[config.mk]
export PLATFORM = sky130hd
export DESIGN_NAME = apb_cmd_master
export DESIGN_NICKNAME = d
export VERILOG_FILES = /design/src/rtl/apb_cmd_master.sv
export SDC_FILE = /design/constraint.sdc
export NUM_CORES = 1
export LEC_CHECK = 0
export BUFFER_PORTS_ARGS = -buffer_cell sky130_fd_sc_hd__clkbuf_2
export CORE_ASPECT_RATIO = 1.1
export CORE_UTILIZATION = 30
export DETAILED_ROUTE_END_ITERATION = 10
export HOLD_SLACK_MARGIN = 0.15
export SKIP_LAST_GASP = 1
export SYNTH_ARGS = -nofsm -noshare
export SYNTH_HDL_FRONTEND = slang
export SYNTH_SLANG_ARGS = --single-unit
[constraint.sdc]
create_clock -name i_Pclk -period 2.7 [get_ports i_Pclk]
set_input_delay 0.135 -clock i_Pclk [delete_from_list [all_inputs] [get_ports i_Pclk]]
set_output_delay 0.135 -clock i_Pclk [all_outputs]
set_load 0.1 [all_outputs]
[src/rtl/apb_cmd_master.sv]
// apb_cmd_master: single-outstanding APB master that turns host commands into
// APB transfers. A per-transfer timeout keeps a stalled slave from hanging the
// host.
module apb_cmd_master #(
    parameter int unsigned TIMEOUT = 16'hFFFF
) (
    input  logic        i_Pclk,
    input  logic        i_Reset,
    input  logic        i_Cmd_Valid,
    output logic        o_Cmd_Ready,
    input  logic        i_Cmd_Write,
    input  logic [31:0] i_Cmd_Addr,
    input  logic [7:0]  i_Cmd_Wdata,
    output logic        o_Rsp_Valid,
    input  logic        i_Rsp_Ready,
    output logic [7:0]  o_Rsp_Rdata,
    output logic        o_Rsp_Timeout,
    output logic [31:0] o_Paddr,
    output logic        o_Psel,
    output logic        o_Penable,
    output logic        o_Pwrite,
    output logic [7:0]  o_Pwdata,
    input  logic        i_Pready,
    input  logic [7:0]  i_Prdata
);

    localparam int unsigned CNT_W  = 16;
    localparam int unsigned ADDR_W = 32;
    localparam int unsigned DATA_W = 8;

    // Timeout fires on the ACCESS edge where the counter holds TIMEOUT-1.
    localparam bit               TIMEOUT_EN = (TIMEOUT != 0);
    localparam logic [CNT_W-1:0] CNT_LAST   = CNT_W'(TIMEOUT - 1);
    localparam logic [CNT_W-1:0] CNT_MAX    = {CNT_W{1'b1}};

    typedef enum logic [1:0] {
        ST_IDLE,
        ST_SETUP,
        ST_ACCESS,
        ST_RESP
    } state_t;

    state_t              state_q, state_d;
    logic [CNT_W-1:0]    cnt_q, cnt_d;
    logic [ADDR_W-1:0]   paddr_q, paddr_d;
    logic                psel_q, psel_d;
    logic                penable_q, penable_d;
    logic                pwrite_q, pwrite_d;
    logic [DATA_W-1:0]   pwdata_q, pwdata_d;
    logic                rsp_valid_q, rsp_valid_d;
    logic [DATA_W-1:0]   rsp_rdata_q, rsp_rdata_d;
    logic                rsp_tmo_q, rsp_tmo_d;

    // Host may issue a command only when idle and not held in reset.
    assign o_Cmd_Ready = (state_q == ST_IDLE) & ~i_Reset;

    // Next-state and next-output logic for the transfer sequencer.
    always_comb begin
        state_d     = state_q;
        cnt_d       = cnt_q;
        paddr_d     = paddr_q;
        psel_d      = psel_q;
        penable_d   = penable_q;
        pwrite_d    = pwrite_q;
        pwdata_d    = pwdata_q;
        rsp_valid_d = rsp_valid_q;
        rsp_rdata_d = rsp_rdata_q;
        rsp_tmo_d   = rsp_tmo_q;

        case (state_q)
            ST_IDLE: begin
                if (i_Cmd_Valid && o_Cmd_Ready) begin
                    paddr_d   = i_Cmd_Addr;
                    pwrite_d  = i_Cmd_Write;
                    pwdata_d  = i_Cmd_Write ? i_Cmd_Wdata : '0;
                    psel_d    = 1'b1;
                    penable_d = 1'b0;
                    state_d   = ST_SETUP;
                end
            end
            ST_SETUP: begin
                penable_d = 1'b1;
                cnt_d     = '0;
                state_d   = ST_ACCESS;
            end
            ST_ACCESS: begin
                if (i_Pready) begin
                    psel_d      = 1'b0;
                    penable_d   = 1'b0;
                    rsp_rdata_d = pwrite_q ? '0 : i_Prdata;
                    rsp_tmo_d   = 1'b0;
                    rsp_valid_d = 1'b1;
                    state_d     = ST_RESP;
                end else if (TIMEOUT_EN && (cnt_q == CNT_LAST)) begin
                    psel_d      = 1'b0;
                    penable_d   = 1'b0;
                    rsp_rdata_d = '0;
                    rsp_tmo_d   = 1'b1;
                    rsp_valid_d = 1'b1;
                    state_d     = ST_RESP;
                end else if (cnt_q != CNT_MAX) begin
                    cnt_d = cnt_q + CNT_W'(1);
                end
            end
            ST_RESP: begin
                if (i_Rsp_Ready) begin
                    rsp_valid_d = 1'b0;
                    state_d     = ST_IDLE;
                end
            end
            default: begin
                state_d = ST_IDLE;
            end
        endcase
    end

    // State and output registers with synchronous reset.
    always_ff @(posedge i_Pclk) begin
        if (i_Reset) begin
            state_q     <= ST_IDLE;
            cnt_q       <= '0;
            paddr_q     <= '0;
            psel_q      <= 1'b0;
            penable_q   <= 1'b0;
            pwrite_q    <= 1'b0;
            pwdata_q    <= '0;
            rsp_valid_q <= 1'b0;
            rsp_rdata_q <= '0;
            rsp_tmo_q   <= 1'b0;
        end else begin
            state_q     <= state_d;
            cnt_q       <= cnt_d;
            paddr_q     <= paddr_d;
            psel_q      <= psel_d;
            penable_q   <= penable_d;
            pwrite_q    <= pwrite_d;
            pwdata_q    <= pwdata_d;
            rsp_valid_q <= rsp_valid_d;
            rsp_rdata_q <= rsp_rdata_d;
            rsp_tmo_q   <= rsp_tmo_d;
        end
    end

    assign o_Paddr       = paddr_q;
    assign o_Psel        = psel_q;
    assign o_Penable     = penable_q;
    assign o_Pwrite      = pwrite_q;
    assign o_Pwdata      = pwdata_q;
    assign o_Rsp_Valid   = rsp_valid_q;
    assign o_Rsp_Rdata   = rsp_rdata_q;
    assign o_Rsp_Timeout = rsp_tmo_q;

endmodule

==> results of run 1 <==
==> cells in the final DEF, fill, tap and decap left out, types with 2 or more instances in the layout <==
master and count:
o211ai_1 6, dfxtp_1 71, a21oi_1 17, clkbuf_8 10
o21ai_0 4, buf_4 8, or3_1 2, nor2_1 4
o31ai_1 2, clkbuf_2 107, clkbuf_1 2, or4_4 2
a31oi_1 9, o311ai_0 4, or2_2 4, nand3_1 48
a21o_1 3, mux2i_1 11, inv_1 11, or4_1 3
ha_1 8, nor3_1 6, nand2_1 104, nand4_1 4
a311oi_1 5, a211oi_1 3, nor4_1 5, dlygate4sd3_1 58
nor2b_1 5, o41ai_1 2, clkinv_2 3
==> flip-flops by register name, summed over array words and instances (netlist names) <==
register       count
o_Rsp_Rdata        8
o_Psel             1
state_q            2
o_Rsp_Timeout      1
o_Pwrite           1
o_Pwdata           8
o_Penable          1
cnt_q             16
o_Rsp_Valid        1
o_Paddr           32
==> power groups by stage <==
stage                     clock network (mW)  logic [mW]  registers (mW)
after detailed placement                   0        1.73            1.30
after CTS                              0.865        1.79            1.28
after floorplan                            0       0.499            2.21
final                                  0.837        1.80            1.29
after global placement                     0        1.72            1.30
after global routing                   0.902        1.88            1.30
==> worst min-delay path, stage by stage <==
cell,delay [ns]
clkbuf_2,0.08
inv_1,0.05
o21ai_0,0.14
a31oi_1,0.07
==> worst paths after layout <==
kind	startpoint	cells after the start	endpoint	slack, ns
worst max-delay path	state_q[0]	8	o_Pwdata[0]	0.47
worst min-delay path	i_Rsp_Ready	4	o_Rsp_Valid	0.19
worst max register to register	state_q[0]	8	o_Pwdata[0]	0.47
worst min register to register	o_Paddr[23]	2	o_Paddr[23]	0.45
==> metal layers <==
layer	global-route usage	routed length, um	up-vias
met4	0.08929	234	0
met1	0.1916	3864	1531
met5	0	0	-
li1	-	-	1665
met3	0.03369	488	20
met2	0.3135	4705	117
==> metrics by stage <==
stage / power [mW] / area [um^2]
2_1_floorplan: 2.705 / 3142
6_report: 3.922 / 4548
3_3_place_gp: 3.012 / 3777
5_1_grt: 4.087 / 4548
4_1_cts: 3.940 / 4548
3_5_place_dp: 3.028 / 3777
==> layout make-up <==
class	count	area share
Clock buffer	12	0.03191
Clock inverter	4	0.009904
Inverter	11	0.009078
Sequential cell	71	0.3125
Timing Repair Buffer	173	0.2586
Tap cell	140	0.03851
Multi-Input combinational cell	274	0.3395
==> cell families (layout without fill, tap and decap cells) <==
group / count (synthesis) / count (layout)
AOI/OAI and AO/OA: 63 / 63
muxes: 11 / 11
DFF: 71 / 71
buffers and inverters: 36 / 200
and+or+nand+nor: 192 / 192
adders and majority gates: 8 / 8
==> impl_metrics.tcl, run 1 <==
set metrics [dict create \
    status "completed" \
    clockBufferDepth 2 \
    instances_no_fill 685 \
    p_comb_frac 0.459 \
    period_needed_ns 2.234 \
    cap_violations 0 \
    hold_path.class "input pin to register" \
    syn_inst 381 \
    initial_core_util 0.3132 \
    grt_max_degree 42 \
    timing.hold.ws_ns 0.1870 \
    cts_inserted_buffers 9 \
    fillers 944 \
    fmax_mhz 447.7 \
    seqCellArea_um2 1421 \
    slowest_stage "dlygate4sd3_1" \
    slew_headroom 0.4380 \
    syn_area_per_cell_um2 8.246 \
    num_io_pins 108 \
    power.density_nw_per_um2 862.4 \
    hpwl_mm 5.756 \
    synth_cell_types 43 \
    rsz0062_at_grt "no" \
    setup_viol 0 \
    diodes 0 \
    path_delay_family "buffers and inverters" \
    drt_iter0_drc 198 \
    synth_commonest_cells "nand2_1 (104), dfxtp_1 (71), nand3_1 (48), a21oi_1 (17), clkbuf_1 (14)" \
    gp_congestion 0.9776 \
    grt_pass1_wl_mm 14.79 \
    synth-compound-area-share 0.1414 \
    critPathLaunchType "register" \
    drtPass1Iterations 4 \
    yosysSeqAreaShare 0.4524 \
    grt_pass1_vias 3240 \
    setup.worst_path.end_class "register" \
    ys_top_cells_by_area "dfxtp_1 (45%), nand2_1 (12%), nand3_1 (7.6%)" \
    fin_skew_ns 0.006922 \
    post-synth-top-count-cell "nand2_1" \
    vdd_drop_max_uv 573.7 \
    synth_area_um2 3142 \
    vias_per_cell 4.866 \
    clock_latency_ns 0.34 \
    synth_top_family_by_area "simple AND/OR/NAND/NOR gates" \
    post-place-ws_ns 0.6146 \
    p_switching_mw 1.916 \
    dieArea_um2 10890 \
    place_inst 611 \
    clkPwrFrac 0.213 \
    yosysWarnings 0 \
    synthXorXnorAreaFrac 0 \
    cp_max_fo 41 \
    multiInputGateArea_um2 1544 \
    worst_pin_slew_ns 0.8366 \
    switching_share 0.4884 \
    finalCritPeriodShare 0.8272 \
    tns_ns 0 \
    cts_resized 0 \
    hold_buffers 58 \
    wl_mm 9.292 \
    power.internal_mw 2.007 \
    synth-simple-area-share 0.2824 \
    synthMuxAreaShare 0.03505 \
    synth_top_area_frac 0.4524 \
    nNetsFinal 602 \
    avgRoutedWirePerCell_um 13.56 \
    synthAdderAreaFrac 0.03186 \
    cts_root_buffer "clkbuf_8" \
    arrival_ns 2.50 \
    grtUsageTotal 0.1724 \
    crit_buf_inv 3 \
    fin_ws_ns 0.4665 \
    slew_viol_final 0 \
    area_growth_syn_to_layout_pct 44.76 \
    htreeDepth 3 \
    drive_gt1_frac 0.2642 \
    post_cts_buffers 0 \
    worst-endpoint-required_ns 2.97 \
    fin_util 0.4534 \
    path_class "register to register" \
    cts_tree "built" \
    rows 38 \
    synth-seq-cells 71 \
    seqPwrFrac 0.328 \
    fp.dieH_um 109.3 \
    die_x_um 99.58 \
    yosysTopAreaCell "dfxtp_1" \
    drc 0 \
    synth-main-ff-cell "dfxtp_1" \
    clock_sinks 71 \
    synth_edf_count 0 \
    p_leak_nw 2.011 \
    hold_viol 0 \
    grt_antenna_before_repair 0 \
    clk_pin_slew_ns 0.07 \
    antenna_left 0 \
    max_stage_delay_ns 0.60 \
    core_um2 10030 \
    grt.overflow.total 0 \
    via_count 3333 \
    io_buffers 107 \
    synth-async-reset-ratio 0 \
    syn-num-nets 443 \
    path_cells "inv_1 > ha_1 > nand2_1 > nor2_2 > buf_4 > nand3_1 > dlygate4sd3_1 > a21oi_1" \
]
No activity file was read; power rests on OpenSTA's default activity.
==> run 2: changes to the inputs <==
Clock period 2.7 ns to 2.1 ns, I/O delays scaled along.
==> run 2 against run 1 <==
Compared with the run above:
- power rose by 36%
- highest routed layer unchanged
- count of clock-buffer cells in the layout fell by 1
- routed wire length fell by 3.5%
- critical path type unchanged
- hold slack improved by 0.27 ns
- register-to-register slack got worse by 0.34 ns
- global-route usage rose by 0.15 points
- critical path depth fell by 4
- combinational power rose by 29%
- sequential power rose by 28%
==> impl_metrics.tcl, run 2 (synthesis results as in run 1) <==
set metrics [dict create \
    drc 0 \
    worst_pin_slew_ns 0.5751 \
    critPathLaunchType "register" \
    path_class "register to register" \
    drtPass1Iterations 4 \
    final_common_cell "clkbuf_2" \
    area_growth_syn_to_layout_pct 48.59 \
    rsz0062_at_grt "no" \
    initial_core_util 0.3132 \
    grt_pass1_wl_mm 14.78 \
    drt_iter0_drc 179 \
    fp.dieH_um 109.3 \
    fin_util 0.4653 \
    dieArea_um2 10890 \
    via_count 3341 \
    slew_headroom 0.6182 \
    rows 38 \
    grtUsageTotal 0.1739 \
    final_cell_mix "clkbuf_2 (107), nand2_1 (104), dfxtp_1 (71)" \
    grt_antenna_before_repair 0 \
    max_stage_delay_ns 0.63 \
    nNetsFinal 609 \
    clk_pin_slew_ns 0.07 \
    io_buffers 107 \
    largest_register_ff_count 32 \
    period_needed_ns 1.976 \
    post-place-ws_ns 0.06822 \
    cap_violations 0 \
    hold_path.class "register to register" \
    grt_pass1_vias 3228 \
    power_mw 5.352 \
    worst-endpoint-required_ns 2.34 \
    setup_viol 0 \
    core_um2 10030 \
    grt_max_degree 34 \
    ff2ff_setup_slack_ns 0.12 \
    tns_ns 0 \
    power.density_nw_per_um2 1146 \
    path_cells "nand4_1 > or4_4 > a21o_2 > o221a_2" \
    hpwl_mm 5.866 \
    antenna_left 0 \
    gp_congestion 0.8299 \
    fin_skew_ns 0.01110 \
    diodes 0 \
    clockBufferDepth 2 \
    p_leak_nw 2.098 \
    wl_mm 8.971 \
    finalCritPeriodShare 0.9408 \
    clock_sinks 71 \
    avgRoutedWirePerCell_um 12.96 \
    fin_ws_ns 0.1243 \
    slew_viol_final 0 \
    clock_latency_ns 0.36 \
    num_io_pins 108 \
    cts_root_buffer "clkbuf_8" \
    vdd_drop_max_uv 845.2 \
    slowest_stage "or4_4" \
    arrival_ns 2.22 \
    hold_viol 0 \
    cp_max_fo 9 \
    vias_per_cell 4.828 \
    status "completed" \
    drive_gt1_frac 0.2917 \
    htreeDepth 3 \
    fmax_mhz 506.1 \
    cts_inserted_buffers 9 \
    grt.overflow.total 0 \
    cts_tree "built" \
    timing.hold.ws_ns 0.4569 \
    die_x_um 99.58 \
    setup.worst_path.end_class "register" \
]
run 2: cell count changes in the layout (fill, tap and decap cells not counted), sizes merged:
cell | before | now
clkinv | 3 | 2
buf | 8 | 20
clkbuf | 119 | 118
bufinv | 1 | 3
dlygate4sd3 | 58 | 53
run 2: power by group:
group,internal [mW],total (mW),switching [mW]
logic,0.487,2.32,1.83
clock network,0.854,1.39,0.533
registers,1.53,1.65,0.116
run 2: worst max-delay path, delay by kind of cell (launching register included):
family	cells	cell delay [ns]
AO/OA/AOI/OAI	2	0.59
flip-flops	1	0.39
AND/OR/NAND/NOR	2	0.89
run 2: layer usage:
layer,GRT usage,share of wire
met5,0,0
met4,0.08824,0.027
met3,0.05404,0.053
met2,0.3031,0.50
met1,0.1920,0.42
run 2: final timing paths:
| check | from | endpoint | depth (start not counted) |
|---|---|---|---|
| setup / recovery | cnt_q[9] | o_Psel | 4 |
| hold / removal | o_Paddr[29] | o_Paddr[29] | 2 |
| setup reg to reg | cnt_q[9] | o_Psel | 4 |
| hold reg to reg | o_Paddr[29] | o_Paddr[29] | 2 |
run 2: through the flow:
step / cell area, um^2 / std cells
after global routing: 4668 / 692
after global placement: 3867 / 623
after floorplan: 3142 / 381
final: 4668 / 692
after detailed placement: 3867 / 623
after CTS: 4643 / 691
run 2: cell type report:
cell class | count | area (um^2)
clock buffer | 11 | 151.4
timing repair buffer | 180 | 1216
inverter | 11 | 41.29
multi-input combinational | 274 | 1559
fill | 945 | 5364
sequential | 71 | 1421
clock inverter | 5 | 103.9
tap | 140 | 175.2
run 2: timing repair:
action                                  in CTS  in global routing
hold endpoints to repair                    52                  1
hold buffers                                52                  1
endpoints found under the setup margin       0                 11
setup buffers                                0                  0
gates resized for setup                      0                  4
==> run 3: changes to the inputs <==
Settings changed: BUFFER_PORTS_ARGS -buffer_cell sky130_fd_sc_hd__clkbuf_2 to default, CTS_BUF_LIST from default to sky130_fd_sc_hd__clkbuf_4, DONT_BUFFER_PORTS from default to 1.
==> run 3 against run 2 <==
Compared with the run above:
- worst setup slack improved by 0.0066 ns
- global-route usage about the same
- flip-flop and latch count unchanged
- fmax increased by 0.34%
- critical path depth unchanged
- sequential share of layout area increased by 2.1 points
- final cell count decreased by 8.2%
- core utilization decreased by 3.0 points
- die area unchanged
- via count decreased by 4.1%
- critical path type unchanged
- largest power group unchanged
- highest routed layer unchanged
==> impl_metrics.tcl, run 3 (synthesis results as in run 1) <==
set metrics [dict create \
    crit_buf_inv 0 \
    largest_register_ff_count 32 \
    nNetsFinal 553 \
    antenna_left 0 \
    power.internal_mw 2.351 \
    finalCritPeriodShare 0.9377 \
    core_um2 10030 \
    hold_end "o_Psel" \
    multiInputGateArea_um2 1548 \
    num_io_pins 108 \
    status "completed" \
    avgRoutedWirePerCell_um 14.70 \
    grt_pass1_vias 3108 \
    setup_viol 0 \
    cp_max_fo 9 \
    hold_viol 0 \
    gp_congestion 0.8999 \
    period_needed_ns 1.969 \
    worst_pin_slew_ns 0.8315 \
    clockBufferDepth 2 \
    io_buffers 0 \
    p_switching_mw 2.403 \
    switching_share 0.5054 \
    rows 38 \
    final_cell_mix "nand2_1 (104), dfxtp_1 (71), buf_4 (70)" \
    via_count 3205 \
    grt_pass1_wl_mm 14.61 \
    area_growth_syn_to_layout_pct 38.87 \
    vdd_drop_max_uv 700.5 \
    slew_viol_final 0 \
    tns_ns 0 \
    vias_per_cell 5.047 \
    grt.overflow.total 0 \
    clkPwrFrac 0.151 \
    drtPass1Iterations 4 \
    met3_length_um 576 \
    rsz0062_at_grt "no" \
    post_cts_buffers 0 \
    fillers 973 \
    fp.dieH_um 109.3 \
    clk_pin_slew_ns 0.11 \
    seqCellArea_um2 1421 \
    cap_violations 0 \
    die_x_um 99.58 \
    hp-start "i_Cmd_Valid" \
    worst-endpoint-required_ns 2.42 \
    drc 0 \
    r2r_start "cnt_q[8]" \
    power.density_nw_per_um2 1090 \
    drt_iter0_drc 224 \
    slew_headroom 0.4414 \
    routed.top_layer "met4" \
    grt_antenna_before_repair 0 \
    drive_gt1_frac 0.2020 \
    dieArea_um2 10890 \
    reg2reg_depth 4 \
    critPathLaunchType "register" \
    drt-met1-wl_mm 3.670 \
    p_leak_nw 1.841 \
    hpwl_mm 5.819 \
    path_delay_family "simple AND/OR/NAND/NOR gates" \
    path_class "register to register" \
    p_comb_frac 0.511 \
    grtUsageTotal 0.1742 \
    cts_inserted_buffers 9 \
    hold_path.class "input pin to register" \
    max_stage_delay_ns 0.61 \
    final_common_cell "nand2_1" \
    seqPwrFrac 0.338 \
    slowest_stage "or4_4" \
    fmax_mhz 507.8 \
    ff2ff_setup_slack_ns 0.13 \
    initial_core_util 0.3132 \
    setup.worst_path.end_class "register" \
    clock_latency_ns 0.41 \
    path_cells "nand4_1 > or4_4 > a21o_2 > o221a_2" \
    grt_max_degree 41 \
    arrival_ns 2.29 \
    worstHoldPathCells 3 \
    wl_mm 9.334 \
    htreeDepth 3 \
    dr_wl_met2_mm 4.747 \
    cts_tree "built" \
    diodes 0 \
    r2r_end "o_Psel" \
    cts_root_buffer "clkbuf_4" \
    fin_util 0.4349 \
    fin_skew_ns 0.009931 \
    clock_sinks 71 \
]
==> run 3: cell types whose count changed in the layout (fill, tap and decap cells not counted), moves of 3 or more <==
cell	previous run	this run
clkbuf_8	11	0
clkbuf_2	107	0
clkinv_1	0	3
clkbuf_4	0	12
buf_4	20	70
bufinv_16	3	0
==> run 3: how the worst max path moves through the flow <==
stage	startpoint	endpoint	slack, ns	cells past startpoint
finish	cnt_q[8]	o_Psel	0.13	4
global placement	cnt_q[11]	o_Psel	0.17	4
detailed placement	cnt_q[8]	o_Psel	0.11	4
global route	cnt_q[8]	o_Psel	0.006	4
CTS	cnt_q[8]	o_Psel	0.08	4
floorplan	state_q[0]	o_Cmd_Ready	0.008	3
==> run 3: worst reg2reg max path, stage by stage (launching register included) <==
cell,delay (ns)
dfxtp_1,0.44
nand4_1,0.22
or4_4,0.62
a21o_2,0.34
o221a_2,0.25
==> run 3: through the flow <==
stage	std cells	area [um^2]	power (mW)	hold slack (ns)	setup slack [ns]
2_1_floorplan	381	3142	3.478	0.2038	0.008247
3_3_place_gp	566	3710	3.924	0.1844	0.1681
3_5_place_dp	566	3710	3.956	0.1861	0.1137
4_1_cts	635	4362	4.779	0.1538	0.08103
5_1_grt	635	4363	4.963	0.2017	0.006112
6_report	635	4363	4.754	0.1503	0.1309
==> run 3: layer usage <==
metal	vias up	GRT usage
li1	1558	-
met5	-	0
met3	27	0.03814
met1	1485	0.1874
met4	0	0.1145
met2	135	0.3100
==> run 3: power by group through the flow <==
stage | Sequential (mW) | Clock [mW] | Combinational, mW
after floorplan | 2.84 | 0 | 0.641
after global placement | 1.63 | 0 | 2.29
after detailed placement | 1.64 | 0 | 2.32
after CTS | 1.61 | 0.753 | 2.42
after global routing | 1.63 | 0.795 | 2.54
final | 1.61 | 0.717 | 2.43
==> run 3: final cells by class <==
class,instances,share of cell area
Clock buffer,12,0.02065
Tap cell,140,0.04015
Inverter,11,0.009464
Clock inverter,3,0.002581
Timing Repair Buffer,124,0.2466
Multi-Input combinational cell,274,0.3547
Sequential cell,71,0.3258
==> run 3: timing repair <==
action                     CTS  global route
hold buffers                54             0
hold endpoints to repair    71             0
setup endpoints to repair    0             2
resized for setup            0             1
